$ cat src/rtl/reg_share_pkg.sv
// Shared constants and helpers for the round-robin shared-register arbiter.
// Both the top and the arbitration sub-module import this package.
package reg_share_pkg;

  localparam int P_NBITS_DEF = 32;
  localparam int P_NREQS_DEF = 4;
  localparam int GRANT_CNT_W = 16;

  // (base + off) mod n, for base < n and off < n
  function automatic int wrap_add(input int base, input int off, input int n);
    int s;
    s = base + off;
    return (s >= n) ? s - n : s;
  endfunction

endpackage

$ cat src/rtl/reg_rr_arb.sv
// Round-robin winner search starting at ptr, plus the next-pointer value.
// The search is purely combinational; the pointer register lives in the top.
module reg_rr_arb
  import reg_share_pkg::*;
#(
  parameter int p_nreqs = P_NREQS_DEF,
  parameter int p_idx_w = $clog2(p_nreqs)
) (
  input  logic [p_nreqs-1:0]  req_val,
  input  logic [p_idx_w-1:0]  ptr,
  input  logic                en,
  output logic [p_nreqs-1:0]  grant,
  output logic [p_idx_w-1:0]  winner,
  output logic [p_idx_w-1:0]  ptr_nxt
);

  logic               found;
  logic [p_idx_w-1:0] idx;

  // NOTE: every signal written here gets a default first, so no path leaves
  // a value unassigned and no latch is inferred.
  always_comb begin
    found   = 1'b0;
    winner  = '0;
    idx     = '0;
    grant   = '0;
    ptr_nxt = ptr;
    for (int off = 0; off < p_nreqs; off++) begin
      idx = p_idx_w'(wrap_add(int'(ptr), off, p_nreqs));
      if (!found && req_val[idx]) begin
        found  = 1'b1;
        winner = idx;
      end
    end
    if (found && en) begin
      grant[winner] = 1'b1;
      ptr_nxt       = p_idx_w'(wrap_add(int'(winner), 1, p_nreqs));
    end
  end

endmodule

$ cat src/rtl/reg_share_arbiter.sv
// N requesters share one output register; round-robin grant, one write per
// cycle, with back-pressure from the consumer and a saturating grant counter.
module reg_share_arbiter
  import reg_share_pkg::*;
#(
  parameter int p_nbits = P_NBITS_DEF,
  parameter int p_nreqs = P_NREQS_DEF,
  parameter int p_idx_w = $clog2(p_nreqs)
) (
  input  logic                         clk,
  input  logic                         reset,
  input  logic [p_nreqs-1:0]           req_val,
  output logic [p_nreqs-1:0]           req_rdy,
  input  logic [p_nreqs*p_nbits-1:0]   req_msg,
  output logic                         q_val,
  input  logic                         q_rdy,
  output logic [p_nbits-1:0]           q,
  output logic [p_idx_w-1:0]           q_src,
  output logic [GRANT_CNT_W-1:0]       grant_cnt
);

  logic               accept;
  logic               do_grant;
  logic [p_nreqs-1:0] grant;
  logic [p_idx_w-1:0] winner;
  logic [p_idx_w-1:0] ptr;
  logic [p_idx_w-1:0] ptr_nxt;
  logic [p_nbits-1:0] win_msg;

  assign accept = !q_val || q_rdy;

  reg_rr_arb #(
    .p_nreqs (p_nreqs),
    .p_idx_w (p_idx_w)
  ) u_arb (
    .req_val (req_val),
    .ptr     (ptr),
    .en      (accept),
    .grant   (grant),
    .winner  (winner),
    .ptr_nxt (ptr_nxt)
  );

  // Grants are masked while reset is held so no requester sees a handshake.
  assign req_rdy  = reset ? grant : '0;
  assign do_grant = |req_rdy;

  always_comb begin
    win_msg = '0;
    for (int i = 0; i < p_nreqs; i++)
      if (winner == p_idx_w'(i)) win_msg = req_msg[i*p_nbits +: p_nbits];
  end

  // NOTE: state uses non-blocking assignments so every register samples the
  // pre-edge values; reset is asynchronous and clears all state immediately.
  always_ff @(posedge clk or negedge reset) begin
    if (!reset) begin
      q_val     <= 1'b0;
      q         <= '0;
      q_src     <= '0;
      ptr       <= '0;
      grant_cnt <= '0;
    end else begin
      if (do_grant) begin
        q_val <= 1'b1;
        q     <= win_msg;
        q_src <= winner;
        ptr   <= ptr_nxt;
        if (grant_cnt != '1) grant_cnt <= grant_cnt + 1'b1;
      end else if (q_rdy) begin
        q_val <= 1'b0;
      end
    end
  end

`ifndef SYNTHESIS
  // "<q_src>:<q>" in hex when q_val, spaces of the same width otherwise.
  function automatic string line_trace();
    string s;
    string b;
    s = $sformatf("%x:%x", q_src, q);
    if (!q_val) begin
      b = "";
      for (int i = 0; i < s.len(); i++) b = {b, " "};
      s = b;
    end
    return s;
  endfunction
`endif

endmodule
$ cat config.mk
export PLATFORM = sky130hd
export DESIGN_NAME = reg_share_arbiter
export DESIGN_NICKNAME = d
export VERILOG_FILES = /design/src/rtl/reg_share_pkg.sv /design/src/rtl/reg_rr_arb.sv /design/src/rtl/reg_share_arbiter.sv
export SDC_FILE = /design/constraint.sdc
export NUM_CORES = 1
export LEC_CHECK = 0
export CORE_UTILIZATION = 30
export CTS_BUF_LIST = sky130_fd_sc_hd__clkbuf_4 sky130_fd_sc_hd__clkbuf_8
export DETAILED_ROUTE_END_ITERATION = 12
export GPL_ROUTABILITY_DRIVEN = 0
export PLACE_DENSITY = 0.77
export SYNTH_ARGS = -nofsm -noshare
export SYNTH_HDL_FRONTEND = slang
export SYNTH_SLANG_ARGS = --single-unit
$ cat constraint.sdc
create_clock -name clk -period 5.85 [get_ports clk]
set_clock_uncertainty 0.2 [all_clocks]
set_input_delay 1.4625 -clock clk [delete_from_list [all_inputs] [get_ports clk]]
set_output_delay 1.4625 -clock clk [all_outputs]
set_load 0.01 [all_outputs]
==> results.sh, run 1 <==
export IMPL_antennaDiodeCount=0
export IMPL_reg2reg_from="ptr[1]$_DFFE_PN0P_"
export IMPL_clockBufferDepth=2
export IMPL_worstSkewPairLatency_ns=0.30
export IMPL_ys_ff_latch=53
export IMPL_power_density_nw_per_um2=367.0
export IMPL_clk_pin_slew_worst_paths_ns=0.10
export IMPL_slew_headroom_pct=52.41
export IMPL_max_clock_freq_ghz=0.1924
export IMPL_vias=3420
export IMPL_fin_crit_ns=5.199
export IMPL_worst_path_max_fanout=4
export IMPL_drc=0
export IMPL_coreArea_um2=9955
export IMPL_postSynthCellCount=368
export IMPL_setup_tns_ns=0
export IMPL_io_buffers=189
export IMPL_ctsRootBufferMaster="clkbuf_8"
export IMPL_dr_pass1_iters=6
export IMPL_rsz0062_at_grt="no"
export IMPL_setup_worst_path_start="req_val[1]"
export IMPL_ys_warn_count=0
export IMPL_fin_nets=680
export IMPL_ant_nets=0
export IMPL_grt_use_total_pct=20.31
export IMPL_synth_cell_types=37
export IMPL_finalWorstSetupSlack_ns=0.6512
export IMPL_wl_per_cell_um=16.03
export IMPL_status="finished clean"
export IMPL_ys_seq_area_share_pct=42.38
export IMPL_grt_ovfl_total=0
export IMPL_wirelength_mm=10.82
export IMPL_irDropWorstVdd_mv=0.1582
export IMPL_synth_top_area_share_pct=42.38
export IMPL_slew_violations=0
export IMPL_drtIter0Drc=95
export IMPL_hp_start="q[30]$_DFFE_PN0P_"
export IMPL_dieArea_um2=10840
export IMPL_crit_path_start_kind="input port"
export IMPL_cts_max_level=2
export IMPL_start_util_pct=31.44
export IMPL_grt_max_degree=66
export IMPL_cts_buffers=5
export IMPL_finalHoldViolCount=0
export IMPL_hold_buffers=0
export IMPL_worstPathRequired_ns=4.19
export IMPL_synth_area_top_cells="dfrtp_1 42%, a221oi_1 9.0%, nor2b_1 6.4%"
export IMPL_die_h_um=104.1
export IMPL_maxCapViolations=0
export IMPL_fin_crit_sh_pct=88.87
export IMPL_post_synth_cell_area_avg_um2=8.503
export IMPL_ctsResizeCount=0
export IMPL_synth_net_count=507
export IMPL_ff2ff_setup_slack_ns=2.33
export IMPL_layout_drive_gt1_share_pct=4.244
export IMPL_synth_cell_area_um2=3129
export IMPL_holdCritPathClass="reg2reg"
export IMPL_grt_pass1_vias=3540
export IMPL_setup_viol=0
export IMPL_cts_tree="done"
export IMPL_place_ws_ns=0.6325
export IMPL_worstPathArrival_ns=3.54
export IMPL_cts_setup_buffers=0
export IMPL_viasPerCell=5.067
export IMPL_dp_hpwl_mm=8.184
export IMPL_cts_sinks=53
export IMPL_crit_type="in2out"
export IMPL_final_util_pct=52.50
export IMPL_rows=36
export IMPL_antenna_found_initial=0
export IMPL_syn_to_final_growth_pct=67.01
export IMPL_grt_pass1_wl_mm=17.62
export IMPL_leakage_nw=2.026
export IMPL_ioPinCount=190
export IMPL_worst_setup_path_end_kind="output port"
export IMPL_yosysTopAreaCell="dfrtp_1"
export IMPL_die_w_um=104.1
export IMPL_tightest_slew_ns=0.7084
export IMPL_fillers=930
-- layout make-up --
type	count	area, um2	share of cell area [%]
sequential	53	1326	25.38
multi-input combinational	281	1677	32.08
inverter	5	18.77	0.3591
clock buffer	5	68.82	1.317
tap	133	166.4	3.184
timing repair buffer	195	1944	37.20
clock inverter	3	25.02	0.4788
-- per-layer routing --
layer | track usage (%) | vias up | part of all wire [%]
li1 | - | 1673 | -
met1 | 23.27 | 1595 | 40
met2 | 37.14 | 141 | 51
met3 | 5.576 | 11 | 7.5
met4 | 4.898 | 0 | 1.1
met5 | 0 | - | 0
-- cell families (layout without fill, tap and decap cells) --
| group | count (synthesis) | in the layout | share of synthesized area (%) |
|---|---|---|---|
| adders and majority gates | 4 | 4 | 1.599 |
| xor gates and xnor gates | 13 | 13 | 3.639 |
| AOI/OAI and AO/OA | 111 | 111 | 22.59 |
| and+or+nand+nor | 151 | 151 | 24.47 |
| DFF | 53 | 53 | 42.38 |
| buffers and inverters | 34 | 208 | 4.598 |
| muxes | 2 | 2 | 0.7197 |
-- placed cells by master (no fill, tap or decap), types with 5 or more instances in the layout --
cell,Yosys,routed
a21oi_1,36,36
a221oi_1,32,32
buf_4,0,5
clkbuf_8,0,5
clkdlybuf4s50_1,0,188
dfrtp_1,53,53
inv_1,5,5
nand2_1,49,49
nand3_1,8,8
nor2_1,6,6
nor2b_1,32,31
nor3_1,33,33
o21ai_0,27,27
o21ai_1,8,7
xnor2_1,9,9
-- per-stage QoR --
stage / hold slack, ns / power, mW / cells / instance area (um2)
2_1_floorplan: 0.2937 / 1.199 / 368 / 3129
3_3_place_gp: 0.2614 / 1.691 / 667 / 5132
3_5_place_dp: 0.2719 / 1.726 / 667 / 5132
4_1_cts: 0.2967 / 1.952 / 675 / 5226
5_1_grt: 0.3238 / 2.092 / 675 / 5226
6_report: 0.2902 / 1.918 / 675 / 5226
-- synthesized netlist by cell type, drive strengths merged --
cell	count
a21oi	36
a221oi	32
xnor2	9
nand4	3
and2	4
mux2	2
nand3	8
nand2	49
o21ai	35
clkbuf	20
buf	9
inv	5
ha	4
and3	4
dfrtp	53
and4	1
nor4b	2
or4	1
a21boi	2
a31oi	1
a21o	1
or3	2
nor2b	32
nor3	33
nor4	1
nand3b	1
a311oi	1
nand2b	4
o21a	2
nor2	6
a2111oi	1
xor2	4
-- worst max-delay path: stages --
cell and delay, ns:
clkdlybuf4s50_1 0.52, nand2b_1 0.07, a311oi_1 0.45, inv_1 0.13
ha_1 0.27, and2_1 0.16, clkdlybuf4s50_1 0.47
-- flip-flops by register name (all words and copies together) (netlist names) --
register and cells:
q 32, grant_cnt 16, ptr 2, q_src 2
q_val 1
-- path summary, 6_finish.rpt --
check                                           end  depth (start not counted)
max in group asynchronous          q[0]$_DFFE_PN0P_                          2
hold / removal                    q[30]$_DFFE_PN0P_                          2
setup reg to reg           grant_cnt[5]$_DFFE_PN0P_                          9
setup / recovery                         req_rdy[0]                          7
min in group asynchronous  grant_cnt[5]$_DFFE_PN0P_                          2
hold reg to reg                   q[30]$_DFFE_PN0P_                          2
-- report_power, final --
part,switching (mW),internal [mW],total (mW)
clock network,0.133,0.0868,0.219
registers,0.0911,0.497,0.588
logic,0.548,0.562,1.11
total,0.772,1.15,1.92
Note: power is estimated with default switching activity, not from simulation.
==> run 2, diff against run 1 <==
Settings changed: CORE_MARGIN set to 2.
==> run 2 against run 1 <==
Against the previous run: final cell count rose by 0.59%; largest cell class unchanged; via count grew 0.41%; total power grew 0.24%; setup slack lost 0.060 ns.
==> results.sh, run 2 (synthesized netlist as in run 1, its figures left out) <==
export IMPL_fin_nets=681
export IMPL_worstPathRequired_ns=4.19
export IMPL_dr_pass1_iters=4
export IMPL_crit_type="in2out"
export IMPL_die_w_um=106.1
export IMPL_hold_buffers=0
export IMPL_drc=0
export IMPL_wirelength_mm=11.07
export IMPL_cts_max_level=2
export IMPL_finalHoldViolCount=0
export IMPL_cts_setup_buffers=0
export IMPL_irDropWorstVdd_mv=0.2206
export IMPL_ctsResizeCount=0
export IMPL_setup_viol=0
export IMPL_top_layer_used="met4"
export IMPL_rows=37
export IMPL_wl_met3_um=883
export IMPL_viasPerCell=5.057
export IMPL_clockBufferDepth=2
export IMPL_grt_max_degree=66
export IMPL_layout_drive_gt1_share_pct=4.420
export IMPL_cts_tree="done"
export IMPL_p_total_mw=1.923
export IMPL_ant_nets=0
export IMPL_largest_reg_flops=32
export IMPL_fin_crit_sh_pct=89.89
export IMPL_layout_commonest_cell="clkdlybuf4s50_1"
export IMPL_worstSkewPairLatency_ns=0.31
export IMPL_syn_to_final_growth_pct=67.01
export IMPL_finalNonFillerCells=679
export IMPL_grt_pass1_wl_mm=17.30
export IMPL_start_util_pct=30.59
export IMPL_clk_pin_slew_worst_paths_ns=0.10
export IMPL_post_dp_cell_area_um2=5131
export IMPL_ff2ff_setup_slack_ns=2.43
export IMPL_ioPinCount=190
export IMPL_top_register="q"
export IMPL_final_cell_mix="188 x clkdlybuf4s50_1, 53 x dfrtp_1, 49 x nand2_1"
export IMPL_crit_path_start_kind="input port"
export IMPL_status="finished clean"
export IMPL_wl_met1_mm=4.492
export IMPL_worstPathArrival_ns=3.60
export IMPL_slew_violations=0
export IMPL_route_met2_wl_mm=5.547
export IMPL_grt_ovfl_total=0
export IMPL_setup_tns_ns=0
export IMPL_rsz0062_at_grt="no"
export IMPL_grt_pass1_vias=3439
export IMPL_ctsRootBufferMaster="clkbuf_8"
export IMPL_coreArea_um2=10230
export IMPL_tightest_slew_ns=0.7338
export IMPL_io_buffers=189
export IMPL_slew_headroom_pct=50.70
export IMPL_grt_use_total_pct=19.52
export IMPL_vias=3434
export IMPL_antenna_found_initial=0
export IMPL_cts_buffers=5
export IMPL_largestRegisters="q: 32 flops, grant_cnt: 16 flops"
export IMPL_dp_cells=671
export IMPL_worst_setup_path_end_kind="output port"
export IMPL_max_clock_freq_ghz=0.1902
export IMPL_final_util_pct=51.08
export IMPL_maxCapViolations=0
export IMPL_fillers=967
export IMPL_leakage_nw=2.028
export IMPL_dieArea_um2=11260
export IMPL_power_density_nw_per_um2=367.9
export IMPL_die_h_um=106.1
export IMPL_cts_sinks=53
export IMPL_worst_path_max_fanout=4
export IMPL_dp_hpwl_mm=8.483
export IMPL_antennaDiodeCount=0
export IMPL_fin_crit_ns=5.259
export IMPL_holdCritPathClass="reg2reg"
export IMPL_fin_area_um2=5226
export IMPL_wl_per_cell_um=16.30
export IMPL_drtIter0Drc=196
[run 2: critical path: stages]
cell	delay, ns
clkdlybuf4s50_1	0.44
nand2b_1	0.12
nor2_1	0.05
a311oi_1	0.48
inv_1	0.14
ha_1	0.29
and2_1	0.15
clkdlybuf4s50_1	0.47
[run 2: final timing paths]
kind | start | endpoint | cells after the start
hold reg to reg | q[30]$_DFFE_PN0P_ | q[30]$_DFFE_PN0P_ | 2
min in group asynchronous | reset | q[28]$_DFFE_PN0P_ | 2
setup reg to reg | ptr[1]$_DFFE_PN0P_ | grant_cnt[1]$_DFFE_PN0P_ | 8
hold / removal | q[30]$_DFFE_PN0P_ | q[30]$_DFFE_PN0P_ | 2
setup / recovery | req_val[0] | req_rdy[0] | 8
max in group asynchronous | reset | q[1]$_DFFE_PN0P_ | 2
[run 2: final cells by class]
cell class | instances | area, um2 | area share [%]
multi-input cells | 281 | 1677 | 32.08
inverters | 5 | 18.77 | 0.3591
well taps | 136 | 170.2 | 3.256
flip-flops and latches | 53 | 1326 | 25.38
clock inverters | 3 | 26.28 | 0.5028
clock buffers | 5 | 68.82 | 1.317
repair buffers | 196 | 1939 | 37.11
[run 2: report_power, final]
part | internal (mW) | switching [mW]
Combinational | 0.560 | 0.552
Sequential | 0.497 | 0.0930
Clock | 0.0877 | 0.134
Total | 1.14 | 0.778
[run 2: through the flow]
stage / hold WS [ns] / worst slack, ns
floorplan: 0.2937 / 1.365
global placement: 0.2607 / 0.7738
detailed placement: 0.2717 / 0.6115
CTS: 0.2965 / 0.6045
global route: 0.3228 / 0.4108
finish: 0.2900 / 0.5914
[run 2: metal layers]
layer | GRT usage, % | vias up
met1 | 22.78 | 1582
met4 | 4.605 | 0
met3 | 5.702 | 14
met5 | 0 | -
met2 | 35.07 | 162
li1 | - | 1676
==> run 3, diff against run 2 <==
Clock period 5.85 ns to 5.45 ns, I/O delays scaled along.
==> run 3 against run 2 <==
Against the previous run: worst hold slack lost 0.0026 ns; via count grew 1.1%; sequential power is 7.1% higher; sequential cell count unchanged; die area is the same; clock power is 5% higher; register-to-register slack got worse by 0.36 ns; non-clock buffer count is the same; final cell count up 0.15%; critical endpoint unchanged; largest cell class unchanged; largest power group unchanged.
==> results.sh, run 3 (synthesized netlist as in run 1, its figures left out) <==
export IMPL_maxCapViolations=0
export IMPL_power_density_nw_per_um2=393.4
export IMPL_rsz0062_at_grt="no"
export IMPL_irDropWorstVdd_mv=0.1780
export IMPL_crit_type="in2out"
export IMPL_viasPerCell=5.107
export IMPL_crit_chain="clkdlybuf4s50_1, nand2b_1, a311oi_1, inv_1, ha_1, and2_1, clkdlybuf4s50_1"
export IMPL_syn_to_final_growth_pct=67.05
export IMPL_largest_reg_flops=32
export IMPL_slew_violations=0
export IMPL_top_register="q"
export IMPL_largestRegisters="q: 32 flops, grant_cnt: 16 flops"
export IMPL_p_total_mw=2.057
export IMPL_ant_nets=0
export IMPL_final_cell_mix="188 x clkdlybuf4s50_1, 53 x dfrtp_1, 49 x nand2_1"
export IMPL_fin_crit_ns=5.036
export IMPL_dp_hpwl_mm=8.631
export IMPL_worstPathRequired_ns=3.89
export IMPL_place_ws_ns=0.4096
export IMPL_final_util_pct=51.09
export IMPL_clockBufferDepth=2
export IMPL_drc=0
export IMPL_io_buffers=189
export IMPL_crit_path_start_kind="input port"
export IMPL_ctsResizeCount=0
export IMPL_finalWorstSetupSlack_ns=0.4141
export IMPL_cts_setup_buffers=0
export IMPL_slew_headroom_pct=52.99
export IMPL_grt_max_degree=66
export IMPL_grt_pass1_vias=3577
export IMPL_dieArea_um2=11260
export IMPL_layout_drive_gt1_share_pct=4.420
export IMPL_hold_buffers=0
export IMPL_worst_setup_path_end_kind="output port"
export IMPL_dr_pass1_iters=4
export IMPL_crit_top_cell="clkdlybuf4s50_1"
export IMPL_cts_sinks=53
export IMPL_fin_crit_sh_pct=92.40
export IMPL_cts_max_level=2
export IMPL_drtIter0Drc=176
export IMPL_worstPathArrival_ns=3.47
export IMPL_cp_slowest_cell="clkdlybuf4s50_1"
export IMPL_coreArea_um2=10230
export IMPL_slowest_delay_ns=0.54
export IMPL_ctsRootBufferMaster="clkbuf_8"
export IMPL_wirelength_mm=11.16
export IMPL_cts_tree="done"
export IMPL_die_h_um=106.1
export IMPL_grt_ovfl_total=0
export IMPL_wl_per_cell_um=16.41
export IMPL_post_dp_cell_area_um2=5131
export IMPL_fin_nets=681
export IMPL_worstSkewPairLatency_ns=0.31
export IMPL_setup_tns_ns=0
export IMPL_vias=3473
export IMPL_max_clock_freq_ghz=0.1986
export IMPL_antenna_found_initial=1
export IMPL_grt_pass1_wl_mm=17.69
export IMPL_clk_pin_slew_worst_paths_ns=0.09
export IMPL_grt_use_total_pct=19.92
export IMPL_cts_buffers=5
export IMPL_start_util_pct=30.59
export IMPL_die_w_um=106.1
export IMPL_fin_area_um2=5228
export IMPL_rows=37
export IMPL_leakage_nw=2.024
export IMPL_holdCritPathClass="reg2reg"
export IMPL_finalHoldViolCount=0
export IMPL_worst_path_max_fanout=4
export IMPL_ioPinCount=190
export IMPL_setup_viol=0
export IMPL_fillers=941
export IMPL_multi_input_area_um2=1677
export IMPL_layout_commonest_cell="clkdlybuf4s50_1"
export IMPL_status="finished clean"
export IMPL_seqCellArea_um2=1326
export IMPL_tightest_slew_ns=0.7052
run 3: cell types whose count changed in the layout (fill, tap and decap cells not counted), sizes merged:
cell,delta
clkinvlp,+1
diode,+1
clkinv,-1
run 3: per-stage QoR:
step	std cells	hold slack, ns
2_1_floorplan	368	0.2937
3_3_place_gp	671	0.2615
3_5_place_dp	671	0.2686
4_1_cts	679	0.2921
5_1_grt	679	0.3130
6_report	680	0.2875
run 3: path summary, 6_finish.rpt:
kind	depth (start not counted)	to	slack, ns	from
max	7	req_rdy[0]	0.41	req_val[1]
min	2	q[4]$_DFFE_PN0P_	0.29	q[4]$_DFFE_PN0P_
max reg2reg	10	grant_cnt[5]$_DFFE_PN0P_	2.07	ptr[1]$_DFFE_PN0P_
min reg2reg	2	q[4]$_DFFE_PN0P_	0.29	q[4]$_DFFE_PN0P_
max in group asynchronous	2	q[10]$_DFFE_PN0P_	3.57	reset
min in group asynchronous	2	q[28]$_DFFE_PN0P_	0.99	reset
run 3: power breakdown:
part / total, mW / internal [mW] / switching, mW / leakage (nW)
clock network: 0.233 / 0.0931 / 0.139 / 0.0448
logic: 1.19 / 0.600 / 0.591 / 1.30
registers: 0.632 / 0.534 / 0.0989 / 0.681
total: 2.06 / 1.23 / 0.829 / 2.02
run 3: final cells by class:
| class | count | area share [%] |
|---|---|---|
| sequential | 53 | 25.37 |
| multi-input combinational | 281 | 32.07 |
| timing repair buffer | 196 | 37.10 |
| clock inverter | 3 | 0.4787 |
| clock buffer | 5 | 1.316 |
| tap | 136 | 3.255 |
| antenna | 1 | 0.04787 |
| inverter | 5 | 0.3590 |
run 3: critical path, delay by kind of cell:
kind | cells | cell delay, ns
buffers and inverters | 3 | 1.15
AO/OA/AOI/OAI | 1 | 0.48
adder cells (fa/ha/maj) | 1 | 0.27
AND/OR/NAND/NOR | 2 | 0.22
run 3: routing by layer:
metal	track usage [%]	vias up	part of all wire, %
met5	0	-	0
met4	4.981	0	1.6
met3	6.315	15	9.3
met2	35.49	159	50
met1	23.09	1623	39
li1	-	1676	-
